**src/rtl/pkt_cell_writer.sv**
```systemverilog
// pkt_cell_writer: segments an 8-byte-beat ingress frame into linked 64-byte
// cells (56 payload bytes + footer), writes them into SRAM port A using
// indices popped from the free list, then emits a (head, length) descriptor.
module pkt_cell_writer #(
    parameter int BLOCK_BYTES = 64,
    parameter int NUM_BLOCKS  = 4096,
    parameter int LEN_W       = 14,
    localparam int ADDR_W     = $clog2(NUM_BLOCKS)
) (
    input  logic                     clk,
    input  logic                     rst_n,
    input  logic                     in_valid,
    output logic                     in_ready,
    input  logic [63:0]              in_data,
    input  logic [7:0]               in_keep,
    input  logic                     in_last,
    input  logic                     fl_valid,
    input  logic [ADDR_W-1:0]        fl_idx,
    output logic                     fl_pop,
    output logic                     mem_we,
    output logic [ADDR_W-1:0]        mem_addr,
    output logic [BLOCK_BYTES*8-1:0] mem_wdata,
    output logic                     desc_valid,
    input  logic                     desc_ready,
    output logic [ADDR_W-1:0]        desc_head,
    output logic [LEN_W-1:0]         desc_len
);

    localparam int PAYLOAD_BYTES  = BLOCK_BYTES - 8;
    localparam int PAYLOAD_W      = PAYLOAD_BYTES * 8;
    localparam int BEATS_PER_CELL = PAYLOAD_BYTES / 8;
    localparam int BEAT_W         = $clog2(BEATS_PER_CELL);
    localparam int FOOTER_W       = BLOCK_BYTES * 8 - PAYLOAD_W;

    typedef enum logic [2:0] {
        S_HEAD,
        S_FILL,
        S_LINK,
        S_WRITE,
        S_DESC
    } state_t;

    state_t                 state_q, state_d;
    logic [PAYLOAD_W-1:0]   buf_q, buf_d;
    logic [BEAT_W-1:0]      beat_cnt_q, beat_cnt_d;
    logic [5:0]             cell_bytes_q, cell_bytes_d;
    logic [LEN_W-1:0]       len_q, len_d;
    logic [ADDR_W-1:0]      cur_idx_q, cur_idx_d;
    logic [ADDR_W-1:0]      nxt_idx_q, nxt_idx_d;
    logic [ADDR_W-1:0]      head_q, head_d;
    logic                   eop_q, eop_d;

    logic [63:0]            beat_data;
    logic [3:0]             keep_cnt;
    logic [FOOTER_W-1:0]    footer;

    // Zero the disabled bytes of the incoming beat and count the enabled ones
    always_comb begin
        beat_data = '0;
        keep_cnt  = '0;
        for (int k = 0; k < 8; k++) begin
            if (in_keep[k]) begin
                beat_data[8*k +: 8] = in_data[8*k +: 8];
            end
            keep_cnt = keep_cnt + {3'b000, in_keep[k]};
        end
    end

    // Footer: last cell carries its byte count, other cells carry the link
    always_comb begin
        footer              = '0;
        footer[0]           = eop_q;
        footer[1]           = 1'b1;
        footer[7:2]         = eop_q ? cell_bytes_q : 6'd0;
        footer[8 +: ADDR_W] = eop_q ? '0 : nxt_idx_q;
    end

    // Next-state and output decode for the segmentation FSM
    always_comb begin
        state_d      = state_q;
        buf_d        = buf_q;
        beat_cnt_d   = beat_cnt_q;
        cell_bytes_d = cell_bytes_q;
        len_d        = len_q;
        cur_idx_d    = cur_idx_q;
        nxt_idx_d    = nxt_idx_q;
        head_d       = head_q;
        eop_d        = eop_q;
        in_ready     = 1'b0;
        fl_pop       = 1'b0;
        mem_we       = 1'b0;
        mem_addr     = '0;
        mem_wdata    = '0;
        desc_valid   = 1'b0;
        desc_head    = '0;
        desc_len     = '0;
        case (state_q)
            S_HEAD: begin
                fl_pop = fl_valid;
                if (fl_valid) begin
                    cur_idx_d    = fl_idx;
                    head_d       = fl_idx;
                    len_d        = '0;
                    beat_cnt_d   = '0;
                    cell_bytes_d = '0;
                    buf_d        = '0;
                    eop_d        = 1'b0;
                    state_d      = S_FILL;
                end
            end
            S_FILL: begin
                in_ready = 1'b1;
                if (in_valid) begin
                    for (int b = 0; b < BEATS_PER_CELL; b++) begin
                        if (beat_cnt_q == BEAT_W'(b)) begin
                            buf_d[64*b +: 64] = beat_data;
                        end
                    end
                    len_d        = len_q + LEN_W'(keep_cnt);
                    cell_bytes_d = cell_bytes_q + 6'(keep_cnt);
                    if (in_last) begin
                        eop_d   = 1'b1;
                        state_d = S_WRITE;
                    end else if (beat_cnt_q == BEAT_W'(BEATS_PER_CELL - 1)) begin
                        state_d = S_LINK;
                    end else begin
                        beat_cnt_d = beat_cnt_q + BEAT_W'(1);
                    end
                end
            end
            S_LINK: begin
                fl_pop = fl_valid;
                if (fl_valid) begin
                    nxt_idx_d = fl_idx;
                    eop_d     = 1'b0;
                    state_d   = S_WRITE;
                end
            end
            S_WRITE: begin
                mem_we    = 1'b1;
                mem_addr  = cur_idx_q;
                mem_wdata = {footer, buf_q};
                if (eop_q) begin
                    state_d = S_DESC;
                end else begin
                    cur_idx_d    = nxt_idx_q;
                    buf_d        = '0;
                    beat_cnt_d   = '0;
                    cell_bytes_d = '0;
                    state_d      = S_FILL;
                end
            end
            S_DESC: begin
                desc_valid = 1'b1;
                desc_head  = head_q;
                desc_len   = len_q;
                if (desc_ready) begin
                    state_d = S_HEAD;
                end
            end
            default: begin
                state_d = S_HEAD;
            end
        endcase
    end

    // State and datapath registers; reset drops any partial frame
    always_ff @(posedge clk or negedge rst_n) begin
        if (!rst_n) begin
            state_q      <= S_HEAD;
            buf_q        <= '0;
            beat_cnt_q   <= '0;
            cell_bytes_q <= '0;
            len_q        <= '0;
            cur_idx_q    <= '0;
            nxt_idx_q    <= '0;
            head_q       <= '0;
            eop_q        <= 1'b0;
        end else begin
            state_q      <= state_d;
            buf_q        <= buf_d;
            beat_cnt_q   <= beat_cnt_d;
            cell_bytes_q <= cell_bytes_d;
            len_q        <= len_d;
            cur_idx_q    <= cur_idx_d;
            nxt_idx_q    <= nxt_idx_d;
            head_q       <= head_d;
            eop_q        <= eop_d;
        end
    end

endmodule

```
**config.mk**
```make
export PLATFORM = sky130hd
export DESIGN_NAME = pkt_cell_writer
export DESIGN_NICKNAME = d
export VERILOG_FILES = /design/src/rtl/pkt_cell_writer.sv
export SDC_FILE = /design/constraint.sdc
export NUM_CORES = 1
export LEC_CHECK = 0
export CAP_MARGIN = 5
export CORE_UTILIZATION = 30
export DETAILED_ROUTE_END_ITERATION = 12
export HOLD_SLACK_MARGIN = 0.12
export SYNTH_ARGS = -nofsm -noshare
export SYNTH_HDL_FRONTEND = slang
export SYNTH_SLANG_ARGS = --single-unit
```
**constraint.sdc**
```tcl
create_clock -name clk -period 2.5 [get_ports clk]
set_input_delay 0.25 -clock clk [delete_from_list [all_inputs] [get_ports clk]]
set_output_delay 0.25 -clock clk [all_outputs]
set_load 0.005 [all_outputs]
```
== After elaboration in Yosys (flattened, before gate mapping) ==
Index checks and enable logic that the tools add are counted.
Storage, ports and cells
  register bits after elaboration: 511
  output and inout port bits: 554
Cells by class
  add/sub/neg operators: 10
  equality and inequality tests: 27
  muxes and demuxes: 56
  reduce and logical (&&, ||, !) cells: 22
Operators by type and width (count)
  448-bit 2-to-1 mux: 3
  448-bit one-hot mux with 3 select lines: 1
  468-bit 2-to-1 mux: 1
  64-bit 2-to-1 mux: 7
  8-bit 2-to-1 mux: 8
  12-bit 2-to-1 mux: 5
  14-bit 2-to-1 mux: 3
  5-bit AND reduction: 8
  3-bit 2-to-1 mux: 12
  2-bit inequality test, second input constant: 15
  14-bit one-hot mux with 2 select lines: 1
  12-bit one-hot mux with 2 select lines: 1
  6-bit 2-to-1 mux: 3
  6-bit one-hot mux with 3 select lines: 1
  4-bit by 1-bit adder with 4-bit output: 4
  3-bit one-hot mux with 5 select lines: 1
  14-bit by 4-bit adder with 14-bit output: 1
  3-bit by 2-bit equality test with 1-bit output, second input constant: 4
  3-bit equality test, second input constant: 4
  3-bit one-hot mux with 3 select lines: 1
  3-bit AND reduction: 3
  1-bit 2-to-1 mux: 7
  6-bit by 4-bit adder with 6-bit output: 1
  3-bit by 1-bit equality test with 1-bit output, second input constant: 2
  other kinds (14): 18

== Depth between registers and ports, before layout ==
  depth after elaboration: 10
  mapped depth: 14
  gate-level depth less buffers: 14

== Least setup slack after synthesis ==
No wires, ideal clock.
  path kind: input-to-reg
  start point: in in_keep[0]
  end point: reg len_q[13]
  data arrival time: 3721 ps
  setup slack: -1358 ps
  stages: 14
  cells stage by stage: fa_1 -> inv_1 -> fa_1 -> fa_1 -> inv_1 -> ha_1 -> inv_1 -> fa_1 -> inv_1 -> ha_1 -> a211o_1 -> a21oi_1 -> or4_1 -> a21oi_1
Between the ends
  longest elaborated chain between the ends: 10
Ends and longest elaborated chain
  start, declared: line 15  | input logic [7:0] in_keep,
  1-bit by 1-bit adder with 2-bit output: line 65  | keep_cnt = keep_cnt + {3'b000, in_keep[k]};
  2-bit by 1-bit adder with 3-bit output: line 65
  3-bit by 1-bit adder with 4-bit output: line 65
  4-bit by 1-bit adder with 4-bit output (4 in a row): line 65
  14-bit by 4-bit adder with 14-bit output: line 119  | len_d = len_q + LEN_W'(keep_cnt);
  14-bit 2-to-1 mux: line 113  | if (in_valid) begin
  14-bit one-hot mux with 2 select lines: line 97  | case (state_q)
  end signal, assigned: line 184  | len_q <= len_d;
  end, declared: line 47  | logic [LEN_W-1:0] len_q, len_d;
No other way between the ends. The select of a mux whose other input is x is not followed.
A chain may end at the register's enable or synchronous reset.

== Final worst setup path ==
Ends and elaborated chain as after synthesis.

==> run metrics <==
Post-Syn Instances=1974; synthesized flop and latch total=511; DP HPWL=57700 µm; Primary FF master, synth=dfrtp_1; register area share after synthesis=52.5%; RePlAce Congestion=0.835; Cell Pwr Density=1140 nW/µm²; post-route ant nets=0; failing checks=negative setup slack; H-tree depth=2; Initial Utilization=30.3%; number of global-route vias before repair=19900; slew margin rel.=54.3%; area of the multi-input gates=11600 µm²; total power=0.0443 W; Synth async-reset ratio=100%; share of layout cells above drive strength 1=55.9%; nets=3011; Lkg Pwr=20.9 nW; Die Y=287 µm; worst reg-to-reg path cell count=11; final worst path period share=138%; actual slew at the worst max-slew pin=0.681 ns; drt pass-1 iters=6; worst-case clock buffer depth=3; EDFF count, synth=0; min Tclk post-route=3.46 ns; P&R area growth vs syn=59.2%; mapped cell area=24300 µm²; row cnt=104; Sequential cell area=12800 µm²; worst setup margin=-0.955 ns; HP Class=input pin to async pin; First DRT Iteration DRCs=757; DRC violation count after routing=0; Crit Path Max Fanout=5; CTS Root Buffer Type=clkbuf_16; WL final=90800 µm; FF-to-FF End=buf_q[358]; CP Class=input pin to flop; cell area after layout=38700 µm²; Die Area=82300 µm²; Hold WS=0.244 ns; filler cell count=7130; VDD IR max=643 µV; Vias/cell=4.72; post-layout util=48.2%; gr ovfl total=0; Final Skew=0.0213 ns; Routed WL per cell=22.7 µm; crit end category=flop; crit path DAT=3.98 ns; fmax=0.289 GHz; I/O Pins=644; crit path launch type=input pin; Avg Inst Size Synth=12.3 µm²; unrepaired setup endpoints after global routing=yes; reg-to-reg slack, setup=-0.02 ns; final hold viol count=0; Core Region=80400 µm²; largest net degree at the start of global routing=88; status=finished with violations; GRT Total Usage=20.3%; number of setup violations in the final report=439; PortBufs=599; synth unique cells=50; vias=18900; max-cap check violation count=0; Chip Width=287 µm; Worst-Skew Late Latency=0.61 ns; beginning of the worst register-to-register path=state_q[2]; first-pass GRT wire length=127000 µm; Slew Limit Fails=0; Req. time, crit path=3.02 ns; clk sink count=511; antenna violations before repair=8; Reg clk slew, reported paths=0.06 ns; Post-Layout Cell Count=4004; CTS tree=yes; DP Area=32500 µm²; YS warnings=0; placed cells=3645; worst setup path start=in_keep[0]; Num CTS Buffers=57
==> what timing repair did <==
item | 4_1_cts | 5_1_grt
hold buffers | 1 | 0
endpoints found under the setup margin | 529 | 528
pin swaps | 74 | 133
hold endpoints to repair | 92 | 0
cloned | 32 | 33
gates resized for setup | 984 | 1249
setup buffers | 87 | 139
==> routing by layer <==
layer	up-vias	routed length, µm	global-route usage [%]	share of wire, %
met5	-	23	0	0.025
met4	4	3410	7.43	3.8
met3	183	4780	4.21	5.3
met2	585	45600	34.9	50
met1	9697	37000	25.1	41
li1	8428	-	-	-
==> sequential cells by signal (all words and copies together) (netlist names) <==
register,flops
buf_q,448
len_q,14
cur_idx_q,12
head_q,12
nxt_idx_q,12
cell_bytes_q,6
beat_cnt_q,3
state_q,3
eop_q,1
==> layout make-up <==
class                   count  share of cell area, %
flip-flops and latches    511                   33.0
repair buffers            988                   28.3
inverters                  21                  0.291
diodes                      2                 0.0129
clock buffers              88                   4.48
well taps                1060                   3.42
multi-input cells        1319                   30.0
clock inverters            15                  0.507
==> layout by cell type (no fill, tap or decap), drive strengths merged, types with 5 or more instances in the layout <==
cell and count:
buf 674, dfrtp 511, and2 500, mux2 461, clkbuf 221, dlymetal6s2s 93, clkdlybuf4s50 85, nand2 71
and3 70, conb 44, a21oi 26, inv 21, nor2 19, ha 17, a31oi 14, o21ai 10
clkinv 9, nor3 8, or4 7, or3 6, o31ai 6, nand3 6, fa 6, bufinv 5
a22o 5, nor2b 5
==> critical path, stage by stage <==
cell and delay (ns):
buf_8 0.11, fa_1 0.54, inv_2 0.07, fa_1 0.50, fa_1 0.43, inv_2 0.08, ha_4 0.13, inv_2 0.04
fa_2 0.60, inv_2 0.08, ha_4 0.28, a211o_4 0.16, a21oi_4 0.08, or4_1 0.48, a21oi_1 0.13
==> worst max-delay path by stage <==
stage	slack (ns)	cells past startpoint	to
finish	-0.96	15	len_q[13]
floorplan	-1.16	13	len_q[8]
global route	-1.0	15	len_q[12]
detailed placement	-2.12	14	len_q[12]
CTS	-0.98	14	len_q[12]
global placement	-2.04	14	len_q[10]
==> cell families (layout without fill, tap and decap cells) <==
| kind of cell | count (synthesis) | count (layout) | share of synthesized area (%) |
|---|---|---|---|
| AOI/OAI and AO/OA | 74 | 76 | 1.95 |
| xor gates and xnor gates | 4 | 4 | 0.144 |
| DFF | 511 | 511 | 52.5 |
| and+or+nand+nor | 709 | 709 | 17.7 |
| other | 1 | 46 | 0.0154 |
| buffers and inverters | 189 | 1112 | 4.87 |
| adders and majority gates | 23 | 23 | 1.37 |
| muxes | 463 | 463 | 21.4 |
==> synthesized netlist by cell type, types with 3 or more instances <==
master / count / area, µm²
dfrtp_1: 511 / 12800
and2_1: 500 / 3130
mux2_2: 371 / 4180
mux2_1: 89 / 1000
nand2_1: 71 / 267
and3_1: 70 / 438
clkbuf_1: 69 / 259
buf_4: 48 / 360
buf_6: 37 / 417
inv_1: 21 / 78.8
a21oi_1: 20 / 100
nor2_1: 18 / 67.6
ha_1: 17 / 213
a31oi_1: 14 / 87.6
buf_2: 14 / 70.1
o21ai_0: 10 / 50.1
or4_1: 7 / 52.6
fa_1: 6 / 120
nand3_1: 6 / 30.0
nor3_4: 6 / 97.6
o31ai_1: 6 / 45.0
or3_1: 6 / 37.5
a21oi_2: 5 / 43.8
a22o_1: 5 / 43.8
nor2b_1: 5 / 31.3
a21o_1: 4 / 30.0
nand2b_1: 3 / 18.8
nand4_1: 3 / 18.8
o22ai_1: 3 / 18.8
or2_2: 3 / 18.8
xor2_1: 3 / 26.3
==> power breakdown <==
group	switching (W)	internal (W)
Clock	0.00350	0.00516
Sequential	0.00198	0.0118
Combinational	0.00960	0.0123
Total	0.0151	0.0292
==> metrics by stage <==
stage	setup WS (ns)	setup TNS, ns
after floorplan	-1.16	-17.92
final	-0.955	-73.36
after CTS	-0.980	-193.01
after detailed placement	-2.12	-36.91
after global placement	-2.04	-35.85
after global routing	-0.999	-111.57
Power figures use the tool's default switching activity.
